==> config.mk <==
export PLATFORM = sky130hd
export DESIGN_NAME = bs_issue_fifo
export DESIGN_NICKNAME = d
export VERILOG_FILES = /design/src/rtl/bs_issue_fifo.sv
export SDC_FILE = /design/constraint.sdc
export NUM_CORES = 1
export LEC_CHECK = 0
export CAP_MARGIN = 20
export CORE_ASPECT_RATIO = 0.5
export CORE_UTILIZATION = 30
export CTS_CLUSTER_SIZE = 12
export DETAILED_ROUTE_END_ITERATION = 16
export GPL_ROUTABILITY_DRIVEN = 1
export PLACE_DENSITY = 0.56
export SLEW_MARGIN = 25
export SYNTH_ARGS = -nofsm -noshare
export SYNTH_HDL_FRONTEND = slang
export SYNTH_SLANG_ARGS = --single-unit
==> constraint.sdc <==
create_clock -name clk -period 2.3 [get_ports clk]
set_input_delay 0.345 -clock clk [delete_from_list [all_inputs] [get_ports clk]]
set_output_delay 0.345 -clock clk [all_outputs]
set_load 0.02 [all_outputs]
==> src/rtl/bs_issue_fifo.sv <==
// bs_issue_fifo: request FIFO feeding an external barrel shifter, with a
// registered result stage. Optional macro BS_ISSUE_STATS_EN adds issued_cnt.
module bs_issue_fifo #(
    parameter int DEPTH = 4
) (
    input  logic                     clk,
    input  logic                     rst,
    input  logic                     in_valid,
    output logic                     in_ready,
    input  logic [7:0]               in_a,
    input  logic [2:0]               in_s,
    output logic [7:0]               bs_a,
    output logic [2:0]               bs_s,
    input  logic [7:0]               bs_y,
    output logic                     out_valid,
    input  logic                     out_ready,
    output logic [7:0]               out_y,
    output logic [2:0]               out_s,
    output logic [$clog2(DEPTH):0]   count
`ifdef BS_ISSUE_STATS_EN
    ,
    output logic [15:0]              issued_cnt
`endif
);

    localparam int AW = $clog2(DEPTH);
    localparam int CW = AW + 1;
    localparam logic [CW-1:0] FULL = CW'(DEPTH);

    logic [10:0]   mem_q [DEPTH];
    logic [AW-1:0] wptr_q, wptr_d;
    logic [AW-1:0] rptr_q, rptr_d;
    logic [CW-1:0] count_q, count_d;
    logic          ov_q, ov_d;
    logic [7:0]    y_q, y_d;
    logic [2:0]    s_q, s_d;
    logic          push, pop, nempty;
    logic [10:0]   head;

`ifdef BS_ISSUE_STATS_EN
    logic [15:0]   stat_q, stat_d;
`endif

    // Handshake decode: acceptance ignores same-cycle pops.
    always_comb begin
        nempty = (count_q != '0);
        push   = in_valid && (count_q < FULL);
        pop    = nempty && (!ov_q || out_ready);
        head   = mem_q[rptr_q];
    end

    // Shifter operands come straight from the FIFO head, zero when empty.
    always_comb begin
        bs_a = 8'h00;
        bs_s = 3'b000;
        if (nempty) begin
            bs_a = head[7:0];
            bs_s = head[10:8];
        end
    end

    // Next-state for pointers, occupancy and the result register.
    always_comb begin
        wptr_d  = wptr_q;
        rptr_d  = rptr_q;
        count_d = count_q;
        ov_d    = ov_q;
        y_d     = y_q;
        s_d     = s_q;
        if (push) begin
            wptr_d = wptr_q + AW'(1);
        end
        if (pop) begin
            rptr_d = rptr_q + AW'(1);
            ov_d   = 1'b1;
            y_d    = bs_y;
            s_d    = bs_s;
        end else if (ov_q && out_ready) begin
            ov_d = 1'b0;
        end
        unique case ({push, pop})
            2'b10:   count_d = count_q + CW'(1);
            2'b01:   count_d = count_q - CW'(1);
            default: count_d = count_q;
        endcase
    end

    // Control and result state with synchronous reset.
    always_ff @(posedge clk) begin
        if (rst) begin
            wptr_q  <= '0;
            rptr_q  <= '0;
            count_q <= '0;
            ov_q    <= 1'b0;
            y_q     <= 8'h00;
            s_q     <= 3'b000;
        end else begin
            wptr_q  <= wptr_d;
            rptr_q  <= rptr_d;
            count_q <= count_d;
            ov_q    <= ov_d;
            y_q     <= y_d;
            s_q     <= s_d;
        end
    end

    // Entry storage; contents are meaningless until written.
    always_ff @(posedge clk) begin
        if (push && !rst) begin
            mem_q[wptr_q] <= {in_s, in_a};
        end
    end

`ifdef BS_ISSUE_STATS_EN
    // Issue counter wraps naturally at 16 bits.
    always_comb begin
        stat_d = stat_q;
        if (pop) begin
            stat_d = stat_q + 16'd1;
        end
    end

    // Issue counter register.
    always_ff @(posedge clk) begin
        if (rst) begin
            stat_q <= 16'h0000;
        end else begin
            stat_q <= stat_d;
        end
    end

    assign issued_cnt = stat_q;
`endif

    assign in_ready  = (count_q < FULL);
    assign out_valid = ov_q;
    assign out_y     = y_q;
    assign out_s     = s_q;
    assign count     = count_q;

endmodule

==> impl_results.md, run 1 <==
- Final HPWL DP: 3406 um
- Post-synthesis simple-gate area fraction: 8.791%
- Clk sinks: between 60 and 70
- Final setup viols: 0
- Worst skew pair latency: 0.33 ns
- Post-route clock period utilization: 95.86%
- Initial Util: 31.52%
- Diodes inserted: 0
- Synth Warn #: 0
- Worst path cell trace: buf_12, mux4_2, and2_1, dlygate4sd2_1
- Critical-path top delay cell: mux4_2
- Via-per-instance ratio: 4.546
- Port Buffers: 49
- Die Y: 67.53 um
- Fin Setup TNS: 0 ns
- Rel. slew slack: 81.51%
- Power Density: 1292 nW/um2
- Clock root cell: clkbuf_16
- Post-Synth Adder-Cell Area: roughly 3.2%
- Seq/Total Area, Yosys: 67.61%
- Post-Synthesis Cells: between 150 and 200
- Most frequent cells in the layout: 44 x edfxtp_1, 38 x clkdlybuf4s50_1, 21 x dfxtp_1, 17 x a21oi_1
- Post-synthesis mux area share: about a tenth
- Synth area leader: edfxtp_1
- Syn_nets: around 210
- Worst Hold Class: flop to flop
- Worst-Margin Slew: roughly 0.28 ns
- DRT iter0 DRCs: 97
- Crit start category: flop
- Crit-path max cell delay: between 0.5 and 0.6 ns
- GRT Util Overall: 12.73%
- Row count: 23
- Vias: 1632
- Final ANT Viol Nets: 0
- Setup Skew: 0.007610 ns
- Required time worst endpoint: 1.96 ns
- Mapped cell area: 2576 um2
- Hold-fix buffers at CTS: 0
- R2r worst-path depth: 9
- Min Tclk post-route: between 2 and 2.5 ns
- I/O pins: 50
- Worst setup path class: flop to output port
- Critical path arrival: 1.86 ns
- Fmax: 453.6 MHz
- Final Core Density: between 40 and 50%
- CTS H-Tree Depth: 3
- CTS max path bufs: 2
- Max rail drop VDD: around 540 uV
- XOR/XNOR Fraction of Synth Area: 1.020%
- CTS Buf Count: 9
- Largest cells by area after synthesis: edfxtp_1 51%, dfxtp_1 16%, mux4_2 9.6%, and2_1 3.6%, a21oi_1 3.3%
- CTS tree: done
- Worst-path fanout max: 11
- Number of global-route vias before repair: 1636
- Yosys cell types: 25
- Unrepaired setup endpoints after global routing: no
- Critical path endpoint category: output port
- Yosys reg bits: 65
- Pre-antenna DRT Iters: 4
- Synth Area in Compound Gates: 6.751%
- Fin. Hold Viols: 0
- Initial antenna violation count: 0
- Die Wd: approximately 130 um
- Commonest non-fill, non-tap cell in the layout: edfxtp_1
- Buffers & Inverters on Critical Path: 2
- Total congestion overflow: 0
- Die area: 8984 um2
- Worst r2r dst: count[2]
- Area delta synth->final: 39.53%
- Routed WL per cell: roughly 14 um
- Worst path depth: 4
- Share of cells above drive strength 1: between 10% and 20%
- Post-Route WL: 5149 um
- CP endpoint: bs_s[0]
- Status: finished clean
- First-pass GRT wire length: approximately 8300 um
- Largest net degree at the start of global routing: 22
- Clock transition at the registers of the reported paths: 0.06 ns
- Largest family of logic cells by synthesized area: multiplexers
- Number of max-cap violations: 0
- CORE AREA: 8173 um2
- Reg-to-reg slack, setup: ~0.24 ns
- Placer Congestion: 0.7102
- Fin nets: 272
- Yosys top cell area share: about 50%
- Syn_area_per_cell: between 10 and 15 um2
- Reg2Reg Launch Point: count[2]
- Crit path max-delay family: multiplexers
- Number of remaining DRC errors: 0
- Leak: 1.290 nW
- Final Max Tran Viols: 0
==> kinds of logic (layout without fill, tap and decap cells) <==
family,Yosys count,count (layout)
AOI/OAI and AO/OA,32,32
xor gates and xnor gates,3,3
adders and majority gates,6,6
buffers and inverters,18,88
DFF,65,65
muxes,11,11
and+or+nand+nor,42,42
==> area by class of cell <==
class / count / area [um2]
clock inverters: 6 / 91.34
clock buffers: 9 / 225.2
flip-flops and latches: 65 / 1742
fillers: 741 / 4578
repair buffers: 65 / 609.3
inverters: 8 / 30.03
well taps: 112 / 140.1
multi-input cells: 94 / 757.0
==> report_power, final <==
part	leakage, nW	internal, mW	switching (mW)
registers	0.572	1.42	0.0866
logic	0.562	0.802	0.907
clock network	0.156	0.947	0.484
==> worst min path at each step <==
| stage | startpoint | to | slack, ns | depth (start not counted) |
|---|---|---|---|---|
| after CTS | out_y[2] | out_y[2] | 0.48 | 2 |
| after detailed placement | out_y[2] | out_y[2] | 0.47 | 2 |
| after global placement | out_y[1] | out_y[1] | 0.46 | 2 |
| after floorplan | in_a[0] | mem_q[0][0] | 0.44 | 0 |
| after global routing | out_y[2] | out_y[2] | 0.49 | 2 |
| final | out_y[7] | out_y[7] | 0.48 | 2 |
==> per-layer routing <==
layer / vias up / global-route usage, % / wire (um) / part of all wire, %
li1: 779 / - / - / -
met1: 810 / 14.14 / 2229 / 43
met2: 37 / 23.17 / 2645 / 51
met3: 6 / 3.829 / 235 / 4.6
met4: 0 / 5.891 / 38 / 0.74
met5: - / 0 / 0 / 0
==> sequential cells by signal (all words and copies together), names as in the netlist, named ones only <==
name and count:
out_y 8, out_s 3, wptr_q 2, rptr_q 2
count 3, mem_q 44, out_valid 1
==> cells in the mapped netlist, drive strengths merged <==
cell type / instances
and2b: 1
fa: 1
nand2b: 1
ha: 5
xor2: 2
or3: 3
edfxtp: 44
mux4: 11
a31o: 1
nor2: 7
nor3: 1
nor2b: 1
a21oi: 17
nand3: 11
o21ai: 13
a311oi: 1
xnor2: 1
inv: 8
dfxtp: 21
and2: 15
buf: 4
clkbuf: 6
nand2: 2
==> through the flow <==
step           hold slack [ns]  instance area, um2  worst slack, ns  instances  power, mW
2_1_floorplan           0.4439                2576           0.2706        177      2.555
3_3_place_gp            0.4623                3292          0.01371        344      3.305
3_5_place_dp            0.4716                3292         -0.06198        344      3.339
4_1_cts                 0.4784                3595          0.05563        359      4.711
5_1_grt                 0.4920                3595          0.02414        359      4.911
6_report                0.4776                3595          0.09517        359      4.644
==> worst register-to-register path, stage by stage (launching register included) <==
cell and delay (ns):
dfxtp_1 0.33, buf_4 0.14, and2b_1 0.19, inv_1 0.10, ha_1 0.17, inv_1 0.06, fa_1 0.39, xor2_1 0.16
or3_1 0.30, a21oi_1 0.16
==> repair_timing <==
action / in CTS / in global routing
gates resized for setup: 11 / 0
endpoints found under the setup margin: 11 / 0
buffers inserted: 0 / 0
Note: power is estimated with default switching activity, not from simulation.
==> run 2, diff against run 1 <==
--- a/config.mk
+++ b/config.mk
@@ -10,8 +10,9 @@
 export CORE_UTILIZATION = 30
 export CTS_CLUSTER_SIZE = 12
 export DETAILED_ROUTE_END_ITERATION = 16
+export DONT_BUFFER_PORTS = 1
 export GPL_ROUTABILITY_DRIVEN = 1
-export PLACE_DENSITY = 0.56
+export PLACE_DENSITY = 0.49
 export SLEW_MARGIN = 25
 export SYNTH_ARGS = -nofsm -noshare
 export SYNTH_HDL_FRONTEND = slang
==> constraint.sdc (replaced) <==
create_clock -name clk -period 2.3 [get_ports clk]
set_input_delay 0.345 -clock clk [delete_from_list [all_inputs] [get_ports clk]]
set_output_delay 0.345 -clock clk [all_outputs]
set_load 0.05 [all_outputs]
==> impl_results.md, run 2 (synthesis results as in run 1) <==
- Status: finished clean
- Final setup viols: 0
- Sw Pwr: roughly 2.0 mW
- Setup Skew: 0.003792 ns
- Number of global-route vias before repair: between 1500 and 2000
- Critical path arrival: between 1.5 and 2 ns
- GRT Util Overall: 12.54%
- CTS H-Tree Depth: 3
- Die area: 8984 um2
- Number of fill cells: 781
- Clock root cell: clkbuf_16
- Fmax: 464.9 MHz
- Post-CTS setup buffers: 0
- Worst skew pair latency: 0.33 ns
- Post-CTS resize count: 0
- CTS tree: done
- Comb power frac: 40.2%
- Worst Hold Class: input port to flop
- Area delta synth->final: 27.73%
- Total congestion overflow: 0
- Final Core Density: 40.26%
- Reg with most FFs: mem_q
- Routed met1 length: 2184 um
- Vias: roughly 1500
- Pre-antenna DRT Iters: 4
- Diodes inserted: 0
- I/O pins: 50
- Pint: 3.151 mW
- Power Density: 1558 nW/um2
- Fin nets: about 230
- CORE AREA: 8173 um2
- Met2 wire len: approximately 2500 um
- Clock transition at the registers of the reported paths: 0.05 ns
- DRT iter0 DRCs: 62
- Crit start category: flop
- Initial antenna violation count: 0
- Clk sinks: 65
- Hold-fix buffers at CTS: 0
- Register area: 1742 um2
- Unrepaired setup endpoints after global routing: no
- CTS max path bufs: 2
- Initial Util: a little under a third
- Met3 Routed Length: 324 um
- Layout Cells excl Fill: 319
- Largest net degree at the start of global routing: 23
- Final HPWL DP: between 3000 and 4000 um
- CTS Buf Count: 9
- Via-per-instance ratio: 4.646
- Hold_ws: 0.08308 ns
- Critical path endpoint category: output port
- Multi-input logic area: 757.0 um2
- First-pass GRT wire length: 7935 um
- Post-Route WL: between 5000 and 6000 um
- Port Buffers: 0
- Share of cells above drive strength 1: 25.12%
- Uppermost layer routed: met4
- Worst-Margin Slew: about 0.54 ns
- Leak: approximately 1.1 nW
- Routed WL per cell: 15.76 um
- Max rail drop VDD: 438.6 uV
- Number of max-cap violations: 0
- Worst-path fanout max: 11
- Rel. slew slack: 63.81%
- Die Y: 67.53 um
- Die Wd: approximately 130 um
- Placer Congestion: 0.6670
- Row count: 23
- Sequential share of power: 33.4%
- Fin Setup TNS: 0 ns
- Dpl cells: 303
- Clock power share: a little over a quarter
- Commonest non-fill, non-tap cell in the layout: edfxtp_1
- Final ANT Viol Nets: 0
- Switching Fraction: 38.55%
- Fin. Hold Viols: 0
- Required time worst endpoint: 1.96 ns
- Post-route clock period utilization: a little over 90%
- Max reg flops: 44
- Number of remaining DRC errors: 0
- Min Tclk post-route: about 2.2 ns
- Most frequent cells in the layout: 44 x edfxtp_1, 21 x dfxtp_1, 17 x a21oi_1, 15 x and2_1
- Final Max Tran Viols: 0
- Pwr Total: 5.127 mW
- Worst setup path class: flop to output port
run 2: cell type report:
cell class                 instances  share of cell area [%]
inverter                           8                  0.9125
tap                              112                   4.259
timing repair buffer              24                   9.658
multi-input combinational         94                   23.00
sequential                        65                   52.93
clock inverter                     7                   2.395
clock buffer                       9                   6.844
run 2: layer usage:
layer | vias up | GRT usage [%]
li1 | 702 | -
met1 | 737 | 14.18
met2 | 37 | 21.20
met3 | 6 | 5.330
met4 | 0 | 5.603
met5 | - | 0
run 2: power by group through the flow:
stage	registers (mW)	clock network [mW]	logic (mW)
2_1_floorplan	1.82	0	1.20
3_3_place_gp	1.73	0	2.08
3_5_place_dp	1.74	0	2.10
4_1_cts	1.72	1.40	2.11
5_1_grt	1.73	1.45	2.23
6_report	1.71	1.35	2.06
run 2: worst max-delay path, stage by stage (launching register included):
cell     delay (ns)
dfxtp_1        0.31
buf_4          0.25
mux4_2         0.56
and2_1         0.20
buf_12         0.15
run 2: final timing paths:
| kind | from | end | slack, ns | depth (start not counted) |
|---|---|---|---|---|
| setup reg to reg | count[2] | count[2] | 0.33 | 8 |
| hold reg to reg | wptr_q[1] | wptr_q[1] | 0.51 | 2 |
| setup / recovery | flop | bs_s[2] | 0.15 | 4 |
| hold / removal | rst | count[2] | 0.08 | 1 |
run 2: metrics by stage:
step,setup slack [ns],instance area [um2]
floorplan,0.04000,2576
global placement,0.3880,2987
detailed placement,0.3502,2987
CTS,0.08663,3291
global route,0.02186,3291
finish,0.1491,3291
==> run 3, diff against run 2 <==
==> constraint.sdc (replaced) <==
create_clock -name clk -period 2.3 [get_ports clk]
set_input_delay 0.345 -clock clk [delete_from_list [all_inputs] [get_ports clk]]
set_output_delay 0.345 -clock clk [all_outputs]
set_load 0.02 [all_outputs]
==> impl_results.md, run 3 (synthesis results as in run 1) <==
- Leak: slightly above 1 nW
- Reg with most FFs: mem_q
- CTS H-Tree Depth: 3
- Placer Congestion: 0.6792
- Fin nets: approximately 220
- Final Max Tran Viols: 0
- Status: finished clean
- Setup Skew: 0.005273 ns
- Hold-fix buffers at CTS: 0
- Die Wd: 133.1 um
- Initial antenna violation count: 0
- Post-CTS setup buffers: 0
- Fin. Hold Viols: 0
- GRT Util Overall: 12.66%
- Post-CTS resize count: 0
- Final setup viols: 0
- Share of cells above drive strength 1: between 20% and 30%
- Total congestion overflow: 0
- Final HPWL DP: around 3300 um
- Diodes inserted: 0
- Worst skew pair latency: 0.33 ns
- Hold_ws: 0.08090 ns
- Critical path arrival: 1.74 ns
- Max rail drop VDD: approximately 560 uV
- Place WS: ~0.27 ns
- Worst setup margin: 0.2172 ns
- Most frequent cells in the layout: 44 x edfxtp_1, 21 x dfxtp_1, 17 x a21oi_1, 15 x and2_1, 13 x o21ai_0
- Number of fill cells: 779
- Fmax: 480.1 MHz
- Area delta synth->final: 18.41%
- Die Y: around 68 um
- Via-per-instance ratio: 4.778
- CTS Buf Count: 9
- CORE AREA: 8173 um2
- First-pass GRT wire length: 8004 um
- Required time worst endpoint: 1.96 ns
- Row count: 23
- Pre-antenna DRT Iters: 4
- Die area: 8984 um2
- Final ANT Viol Nets: 0
- Min Tclk post-route: ~2.1 ns
- Number of remaining DRC errors: 0
- Reg-to-reg slack, setup: 0.28 ns
- Clk sinks: 65
- Vias: 1462
- Port Buffers: 0
- Post-Route WL: 5055 um
- Worst-path fanout max: 23
- I/O pins: 50
- Commonest non-fill, non-tap cell in the layout: edfxtp_1
- CTS tree: done
- CTS max path bufs: 2
- Number of max-cap violations: 0
- Largest net degree at the start of global routing: 24
- Worst setup path class: flop to output port
- Post-route clock period utilization: 90.56%
- Routed WL per cell: 16.52 um
- Max reg flops: between 40 and 50
- Clock transition at the registers of the reported paths: 0.05 ns
- Rel. slew slack: 65.85%
- Critical path endpoint category: output port
- Clock root cell: clkbuf_16
- DRT iter0 DRCs: around 110
- Number of global-route vias before repair: 1432
- Power Density: approximately 1300 nW/um2
- Initial Util: 31.52%
- Unrepaired setup endpoints after global routing: no
- Crit start category: flop
- Worst Hold Class: input port to flop
- Fin Setup TNS: 0 ns
- Worst-Margin Slew: between 0.5 and 0.6 ns
run 3: critical path: stages, from the launching register on:
cell and delay (ns):
dfxtp_1 0.33, or3_2 0.73, and2_1 0.33
run 3: where the power goes:
| group | switching [mW] | internal (mW) | total, mW | leakage, nW |
|---|---|---|---|---|
| clock | 0.492 | 0.841 | 1.33 | 0.143 |
| sequential | 0.174 | 1.42 | 1.59 | 0.572 |
| combinational | 0.733 | 0.448 | 1.18 | 0.314 |
run 3: area by class of cell:
cell class	instances	area, um2	share of cell area (%)
well taps	112	140.1	4.594
clock buffers	10	229.0	7.506
repair buffers	11	82.58	2.707
multi-input cells	94	758.2	24.86
inverters	8	30.03	0.9844
flip-flops and latches	65	1742	57.10
clock inverters	6	68.82	2.256
run 3: routing by layer:
| layer | GRT usage, % | up-vias | part of all wire, % |
|---|---|---|---|
| met1 | 14.16 | 728 | 42 |
| li1 | - | 677 | - |
| met5 | 0 | - | 0 |
| met2 | 20.22 | 44 | 47 |
| met4 | 7.328 | 0 | 2.2 |
| met3 | 6.081 | 13 | 8.8 |
run 3: path summary, 6_finish.rpt:
check        depth (start not counted)        end       from
max reg2reg                          8   count[2]  out_valid
min                                  1   count[2]        rst
max                                  2    bs_a[3]   count[2]
min reg2reg                          2  wptr_q[1]  wptr_q[1]
run 3: through the flow:
step	cells	cell area [um2]	power (mW)	utilization [%]
floorplan	177	2576	2.555	-
global placement	290	2751	2.807	33.67
detailed placement	290	2751	2.829	33.67
CTS	306	3049	4.186	37.31
global route	306	3050	4.360	37.32
finish	306	3050	4.107	37.32
